===== src/rtl/uart_reg_bridge_if.sv =====
// Bridge-side bundle of the RX FIFO pop port, TX FIFO push port and 32-bit req/ack register bus.
// master = the bridge, slave = the FIFOs and register target around it.
interface uart_reg_bridge_if;
    logic        i_rx_empty;
    logic [7:0]  i_rx_rdata;
    logic        o_rx_read;
    logic        i_tx_full;
    logic        o_tx_write;
    logic [7:0]  o_tx_wdata;
    logic        o_reg_req;
    logic        o_reg_we;
    logic [7:0]  o_reg_addr;
    logic [31:0] o_reg_wdata;
    logic        i_reg_ack;
    logic [31:0] i_reg_rdata;

    modport master (
        input  i_rx_empty, i_rx_rdata, i_tx_full, i_reg_ack, i_reg_rdata,
        output o_rx_read, o_tx_write, o_tx_wdata, o_reg_req, o_reg_we, o_reg_addr, o_reg_wdata
    );

    modport slave (
        output i_rx_empty, i_rx_rdata, i_tx_full, i_reg_ack, i_reg_rdata,
        input  o_rx_read, o_tx_write, o_tx_wdata, o_reg_req, o_reg_we, o_reg_addr, o_reg_wdata
    );
endinterface


===== src/rtl/uart_reg_bridge.sv =====
// Decodes 'W'/'R' UART command frames into one 32-bit req/ack access and pushes the response bytes.
// One RX byte/cycle, req the cycle after the last byte, TX full stalls RESP; UART_BRIDGE_TIMEOUT_EN adds an inter-byte timeout.
module uart_reg_bridge #(
    parameter int TimeoutBits = 16
) (
    input  logic                   i_clk,
    input  logic                   i_rst_n,
    input  logic [TimeoutBits-1:0] c_timeout_cyc,
    uart_reg_bridge_if.master      bus,
    output logic                   o_busy,
    output logic                   o_timeout
);

    typedef enum logic [2:0] {IDLE, ADDR, WDATA, BUS, RESP} state_t;

    state_t      state_q, state_d;
    logic        we_q, we_d;
    logic [7:0]  addr_q, addr_d;
    logic [31:0] wdata_q, wdata_d;
    logic [31:0] resp_q, resp_d;
    logic [1:0]  cnt_q, cnt_d;
    logic [1:0]  last_q, last_d;
    logic        rx_read, tx_write, pop;

`ifdef UART_BRIDGE_TIMEOUT_EN
    logic [TimeoutBits-1:0] tmo_q, tmo_d, tmo_inc;
    logic                   timeout_q, timeout_d;
`endif

    always_comb begin
        state_d  = state_q;
        we_d     = we_q;
        addr_d   = addr_q;
        wdata_d  = wdata_q;
        resp_d   = resp_q;
        cnt_d    = cnt_q;
        last_d   = last_q;
        rx_read  = 1'b0;
        tx_write = 1'b0;
        pop      = !bus.i_rx_empty;
        case (state_q)
            IDLE: begin
                rx_read = pop;
                if (pop) begin
                    cnt_d = 2'd0;
                    case (bus.i_rx_rdata)
                        8'h57: begin we_d = 1'b1; state_d = ADDR; end
                        8'h52: begin we_d = 1'b0; state_d = ADDR; end
                        default: begin
                            resp_d  = 32'h0000_003F;
                            last_d  = 2'd0;
                            state_d = RESP;
                        end
                    endcase
                end
            end
            ADDR: begin
                rx_read = pop;
                if (pop) begin
                    addr_d  = bus.i_rx_rdata;
                    cnt_d   = 2'd0;
                    state_d = we_q ? WDATA : BUS;
                end
            end
            WDATA: begin
                rx_read = pop;
                if (pop) begin
                    // LSB byte arrives first, so shift in from the top.
                    wdata_d = {bus.i_rx_rdata, wdata_q[31:8]};
                    cnt_d   = cnt_q + 2'd1;
                    if (cnt_q == 2'd3) state_d = BUS;
                end
            end
            BUS: begin
                if (bus.i_reg_ack) begin
                    resp_d  = we_q ? 32'h0000_004B : bus.i_reg_rdata;
                    last_d  = we_q ? 2'd0 : 2'd3;
                    cnt_d   = 2'd0;
                    state_d = RESP;
                end
            end
            RESP: begin
                tx_write = !bus.i_tx_full;
                if (!bus.i_tx_full) begin
                    resp_d = {8'h00, resp_q[31:8]};
                    cnt_d  = cnt_q + 2'd1;
                    if (cnt_q == last_q) begin
                        cnt_d   = 2'd0;
                        state_d = IDLE;
                    end
                end
            end
            default: state_d = IDLE;
        endcase

`ifdef UART_BRIDGE_TIMEOUT_EN
        tmo_d     = '0;
        timeout_d = 1'b0;
        tmo_inc   = tmo_q + TimeoutBits'(1);
        if ((state_q == ADDR || state_q == WDATA) && !pop) begin
            tmo_d = tmo_inc;
            // Zero threshold means never time out.
            if (c_timeout_cyc != '0 && tmo_inc == c_timeout_cyc) begin
                tmo_d     = '0;
                timeout_d = 1'b1;
                cnt_d     = 2'd0;
                state_d   = IDLE;
            end
        end
`endif
    end

    always_ff @(posedge i_clk or negedge i_rst_n) begin
        if (!i_rst_n) begin
            state_q <= IDLE;
            we_q    <= 1'b0;
            addr_q  <= 8'h00;
            wdata_q <= 32'h0;
            resp_q  <= 32'h0;
            cnt_q   <= 2'd0;
            last_q  <= 2'd0;
        end else begin
            state_q <= state_d;
            we_q    <= we_d;
            addr_q  <= addr_d;
            wdata_q <= wdata_d;
            resp_q  <= resp_d;
            cnt_q   <= cnt_d;
            last_q  <= last_d;
        end
    end

`ifdef UART_BRIDGE_TIMEOUT_EN
    always_ff @(posedge i_clk or negedge i_rst_n) begin
        if (!i_rst_n) begin
            tmo_q     <= '0;
            timeout_q <= 1'b0;
        end else begin
            tmo_q     <= tmo_d;
            timeout_q <= timeout_d;
        end
    end

    assign o_timeout = timeout_q;
`else
    logic unused_cfg;
    assign unused_cfg = ^c_timeout_cyc;
    assign o_timeout  = 1'b0;
`endif

    assign bus.o_rx_read   = rx_read;
    assign bus.o_tx_write  = tx_write;
    assign bus.o_tx_wdata  = resp_q[7:0];
    assign bus.o_reg_req   = (state_q == BUS);
    assign bus.o_reg_we    = we_q;
    assign bus.o_reg_addr  = addr_q;
    assign bus.o_reg_wdata = wdata_q;
    assign o_busy          = (state_q != IDLE);

endmodule


===== src/flat_wrapper.sv =====
// flat-port wrapper written by rule: the top's interface ports become plain ports
module uart_reg_bridge_flat 
#(
    parameter int TimeoutBits = 16
)
  (i_clk, i_rst_n, c_timeout_cyc, o_busy, o_timeout, bus_i_rx_empty, bus_i_rx_rdata, bus_i_tx_full, bus_i_reg_ack, bus_i_reg_rdata, bus_o_rx_read, bus_o_tx_write, bus_o_tx_wdata, bus_o_reg_req, bus_o_reg_we, bus_o_reg_addr, bus_o_reg_wdata);
  uart_reg_bridge_if bus_i ();
  input  logic i_clk;
  input  logic i_rst_n;
  input  logic [TimeoutBits-1:0] c_timeout_cyc;
  output logic o_busy;
  output logic o_timeout;
  input wire logic [$bits(bus_i.i_rx_empty)-1:0] bus_i_rx_empty;
  input wire logic [$bits(bus_i.i_rx_rdata)-1:0] bus_i_rx_rdata;
  input wire logic [$bits(bus_i.i_tx_full)-1:0] bus_i_tx_full;
  input wire logic [$bits(bus_i.i_reg_ack)-1:0] bus_i_reg_ack;
  input wire logic [$bits(bus_i.i_reg_rdata)-1:0] bus_i_reg_rdata;
  output wire logic [$bits(bus_i.o_rx_read)-1:0] bus_o_rx_read;
  output wire logic [$bits(bus_i.o_tx_write)-1:0] bus_o_tx_write;
  output wire logic [$bits(bus_i.o_tx_wdata)-1:0] bus_o_tx_wdata;
  output wire logic [$bits(bus_i.o_reg_req)-1:0] bus_o_reg_req;
  output wire logic [$bits(bus_i.o_reg_we)-1:0] bus_o_reg_we;
  output wire logic [$bits(bus_i.o_reg_addr)-1:0] bus_o_reg_addr;
  output wire logic [$bits(bus_i.o_reg_wdata)-1:0] bus_o_reg_wdata;
  assign bus_i.i_rx_empty = bus_i_rx_empty;
  assign bus_i.i_rx_rdata = bus_i_rx_rdata;
  assign bus_i.i_tx_full = bus_i_tx_full;
  assign bus_i.i_reg_ack = bus_i_reg_ack;
  assign bus_i.i_reg_rdata = bus_i_reg_rdata;
  assign bus_o_rx_read = bus_i.o_rx_read;
  assign bus_o_tx_write = bus_i.o_tx_write;
  assign bus_o_tx_wdata = bus_i.o_tx_wdata;
  assign bus_o_reg_req = bus_i.o_reg_req;
  assign bus_o_reg_we = bus_i.o_reg_we;
  assign bus_o_reg_addr = bus_i.o_reg_addr;
  assign bus_o_reg_wdata = bus_i.o_reg_wdata;
  uart_reg_bridge #(.TimeoutBits(TimeoutBits)) u_core (.i_clk(i_clk), .i_rst_n(i_rst_n), .c_timeout_cyc(c_timeout_cyc), .bus(bus_i), .o_busy(o_busy), .o_timeout(o_timeout));
endmodule

===== config.mk =====
export PLATFORM = sky130hd
export DESIGN_NAME = uart_reg_bridge_flat
export DESIGN_NICKNAME = d
export VERILOG_FILES = /design/src/rtl/uart_reg_bridge_if.sv /design/src/rtl/uart_reg_bridge.sv /design/src/flat_wrapper.sv
export SDC_FILE = /design/constraint.sdc
export NUM_CORES = 1
export LEC_CHECK = 0
export BUFFER_PORTS_ARGS = -buffer_cell sky130_fd_sc_hd__buf_4
export CAP_MARGIN = 20
export CORE_ASPECT_RATIO = 1.75
export CORE_MARGIN = 2
export CORE_UTILIZATION = 45
export CTS_CLUSTER_SIZE = 14
export DETAILED_ROUTE_END_ITERATION = 7
export PLACE_DENSITY = 0.86
export SYNTH_ARGS = -nofsm -noshare
export SYNTH_HDL_FRONTEND = slang
export SYNTH_SLANG_ARGS = --single-unit

===== constraint.sdc =====
create_clock -name i_clk -period 1.8 [get_ports i_clk]
set_input_delay 0 -clock i_clk [delete_from_list [all_inputs] [get_ports i_clk]]
set_output_delay 0 -clock i_clk [all_outputs]
set_load 0.005 [all_outputs]

==> out/metrics.csv <==
stage,metric,value,unit
outcome,status,completed,
detailed_routing,viasPerCell,5.40,
hold_path,min_path_cells,3,
timing,finalSetupTns,0,ps
synthesis,synth_common_cells,"dfrtp_1 (79), mux2_2 (57), a22o_1 (17)",
timing,setup_viol,0,
synthesis,synth_flop_cell,dfrtp_1,
hold_path,min_to,u_core.resp_q[22]$_DFFE_PN0P_,
finish,syn2layout_area_growth,40.2,%
worst_setup_path,critical-path-top-delay-family,buffers and inverters,
synthesis,yosysSeqAreaShare,0.536,
timing,worst_pin_slew,547,ps
detailed_routing,postRouteAntennaNets,0,
clocking,insertion_delay,330,ps
finish,n_antenna_cell,0,
floorplanning,core,0.00796,mm²
timing,finalCritPeriodShare,0.989,
floorplanning,start_util,0.463,
floorplanning,num_rows,43,
detailed_routing,drt_wl_total,8780,µm
timing,drv_slew,0,
finish,finalNetCount,469,
detailed_routing,dr_wl_met2,4820,µm
placement,place_hpwl,5870,µm
pwr,intPower,0.00458,W
grt,grt_max_degree,43,
finish,drive_gt1_frac,0.495,
detailed_routing,drc,0,
clocking,cts_max_level,3,
hold_path,worstHoldPathType,primary input to flip-flop,
grt,grt_overflow_total,0,
floorplanning,die_h,124,µm
detailed_routing,wl_met1,3290,µm
clocking,numCtsBuffers,9,
worst_setup_path,crit_path_end_kind,flip-flop,
grt,grt_pass1_vias,2785,
clocking,tritoncts,done,
timing,skew,7.29,ps
synthesis,synth_area,0.00369,mm²
pwr,power_frac_clock,0.272,
worst_setup_path,slowest_delay,560,ps
pwr,p_per_area,1270,mW/mm²
synthesis,synth_edf_count,0,
worst_setup_path,crit_path_start_kind,primary input,
pwr,sw_frac_of_total,0.299,
synthesis,ys_types,44,
timing,slew-limit-headroom,0.635,
synthesis,syn_inst,281,
synthesis,async_flop_share,1.00,
pwr,vdd_drop_max,0.997,mV
clocking,cts_buffer_depth,2,
synthesis,synth_nets,343,
timing,layout_setup_ws,18.9,ps
pwr,pwr-share-comb,0.372,
synthesis,synth_top_area_cell,dfrtp_1,
detailed_routing,vias,2712,
pwr,leakage,2.60,nW
timing,period_minus_slack,1780,ps
worst_setup_path,cp.required,2020,ps
clocking,cts_num_sinks,79,
worst_setup_path,ff2ff_path_depth,6,
hold_path,hp-start,bus_i_reg_rdata[22],
worst_setup_path,path_class,primary input to flip-flop,
clocking,ctsRootBufferMaster,clkbuf_16,
detailed_routing,wl_met3,439,µm
detailed_routing,first_pass_iters,4,
synthesis,syn_avg_cell_area,13.1,µm²
timing,clock.fmax,0.561,GHz
worst_setup_path,crit_chain,"dlygate4sd3_1, buf_4, and4bb_2, nand3_2, o32ai_4, buf_12, clkbuf_16, mux2_2",
synthesis,yosysWarnings,0,
grt,grt_pass1_wl,13200,µm
synthesis,synth_most_common_cell,dfrtp_1,
grt,grt.total_usage,0.193,
worst_setup_path,cp_data_arrival_time,2000,ps
worst_setup_path,timing.rr.start,u_core.state_q[2]$_DFFE_PN0P_,
worst_setup_path,r2r-end,u_core.resp_q[5]$_DFFE_PN0P_,
placement,pre_cts_slack,55.0,ps
floorplanning,dieArea,0.00896,mm²
placement,numPortBuffers,97,
clocking,path_clk_slew,60,ps
synthesis,yosysTopAreaCellShare,0.536,
detailed_routing,highest_layer,met4,
pwr,p_switching,0.00196,W
job,maxCapViolations,0,
floorplanning,io_pins,115,
synthesis,synthTopCellsByArea,"dfrtp_1 (54%), mux2_2 (17%), a22o_1 (4.0%), mux2i_1 (3.0%), buf_4 (2.6%)",
placement,place_congestion,0.835,
worst_setup_path,cp_max_fo,7,
worst_setup_path,cp_num_buf_inv,4,
worst_setup_path,r2r_slack,40,ps
detailed_routing,drtIter0Drc,113,
synthesis,ys_ff_latch,79,
floorplanning,die_w,72.4,µm
timing,hold_viol,0,
detailed_routing,wl_per_cell,17.5,µm
grt,antenna_found_initial,0,
pwr,seqPwrFrac,0.356,
worst_setup_path,cpMaxStageDelayCell,dlygate4sd3_1,
## final cells by class
cell class                      instances  area [µm²]
Clock inverter                          7        72.6
Fill cell                             587        2790
Inverter                               13        48.8
Clock buffer                            9         225
Sequential cell                        79        1980
Timing Repair Buffer                  142        1250
Multi-Input combinational cell        162        1490
Tap cell                               90         113
## worst max-delay path by stage
stage / to / slack (ps) / from / cells past startpoint
3_3_place_gp: u_core.resp_q[7]$_DFFE_PN0P_ / 90 / u_core.state_q[2]$_DFFE_PN0P_ / 6
4_1_cts: u_core.resp_q[31]$_DFFE_PN0P_ / 20 / bus_i_rx_rdata[1] / 8
3_5_place_dp: u_core.resp_q[31]$_DFFE_PN0P_ / 60 / u_core.state_q[2]$_DFFE_PN0P_ / 7
2_1_floorplan: u_core.resp_q[15]$_DFFE_PN0P_ / 50 / u_core.state_q[0]$_DFFE_PN0P_ / 7
5_1_grt: u_core.resp_q[5]$_DFFE_PN0P_ / -30 / bus_i_rx_rdata[0] / 8
6_report: u_core.resp_q[5]$_DFFE_PN0P_ / 20 / bus_i_rx_rdata[1] / 8
## layout by cell type (no fill, tap or decap), drive strengths merged, types with 2 or more instances in the layout
| master | netlist | layout |
|---|---|---|
| buf | 23 | 117 |
| nor4bb | 3 | 3 |
| o22ai | 4 | 4 |
| nor4 | 3 | 3 |
| clkbuf | 4 | 12 |
| clkinvlp | 0 | 2 |
| a221o | 3 | 3 |
| a22o | 17 | 17 |
| mux2 | 62 | 62 |
| nor2 | 5 | 5 |
| nor2b | 4 | 4 |
| o21ai | 2 | 2 |
| mux2i | 11 | 11 |
| a21oi | 2 | 2 |
| dlygate4sd3 | 0 | 22 |
| or3 | 2 | 2 |
| nor3b | 4 | 4 |
| nand3 | 2 | 2 |
| a31oi | 2 | 2 |
| and2 | 2 | 2 |
| nand2 | 15 | 15 |
| a211o | 2 | 2 |
| clkinv | 0 | 3 |
| dfrtp | 79 | 79 |
| inv | 13 | 14 |
## logic make-up after synthesis
kind of cell | share of synthesized area
flops | 0.536
mux | 0.219
simple gates | 0.0767
compound gates | 0.0920
buf+inv | 0.0692
fa+ha+maj | 0.00339
other cells | 0.00102
xor+xnor | 0.00238
## power by group through the flow
stage / sequential, W / combinational, W / clock (W)
after floorplan: 0.00231 / 0.00123 / 0
after global placement: 0.00232 / 0.00200 / 0
after detailed placement: 0.00235 / 0.00206 / 0
after CTS: 0.00232 / 0.00211 / 0.00182
after global routing: 0.00236 / 0.00261 / 0.00190
final: 0.00233 / 0.00243 / 0.00178
## stage by stage
step	hold WS, ps	instance area (µm²)	utilization	cells	total power, W
2_1_floorplan	-296	3690	-	281	0.00355
3_3_place_gp	10.1	4490	0.564	455	0.00432
3_5_place_dp	22.1	4490	0.564	455	0.00441
4_1_cts	8.84	5010	0.629	493	0.00625
5_1_grt	16.7	5170	0.649	502	0.00687
6_report	16.8	5170	0.649	502	0.00654
## sequential cells by signal, indices dropped and copies added (netlist names)
signal and count:
u_core.resp_q 32, u_core.bus.o_reg_we 1, u_core.bus.o_reg_addr 8, u_core.bus.o_reg_wdata 32, u_core.cnt_q 2, u_core.state_q 3
u_core.last_q 1
## metal layers
| metal | up-vias | track usage |
|---|---|---|
| met2 | 80 | 0.338 |
| met5 | - | 0 |
| met1 | 1358 | 0.218 |
| li1 | 1259 | - |
| met4 | 0 | 0.0880 |
| met3 | 15 | 0.0485 |
## timing repair
item / 4_1_cts / 5_1_grt
gates resized for setup: 0 / 8
hold buffers: 22 / 0
hold endpoints to repair: 72 / 0
endpoints found under the setup margin: 0 / 36
setup buffers: 0 / 5
## worst reg2reg max path, cell delays in order, from the launching register on
cell	delay, ps
dfrtp_1	400
and3b_2	270
and2_4	180
o32ai_4	140
buf_12	160
clkbuf_16	150
mux2_2	340
(Power assumes the default switching activity.)
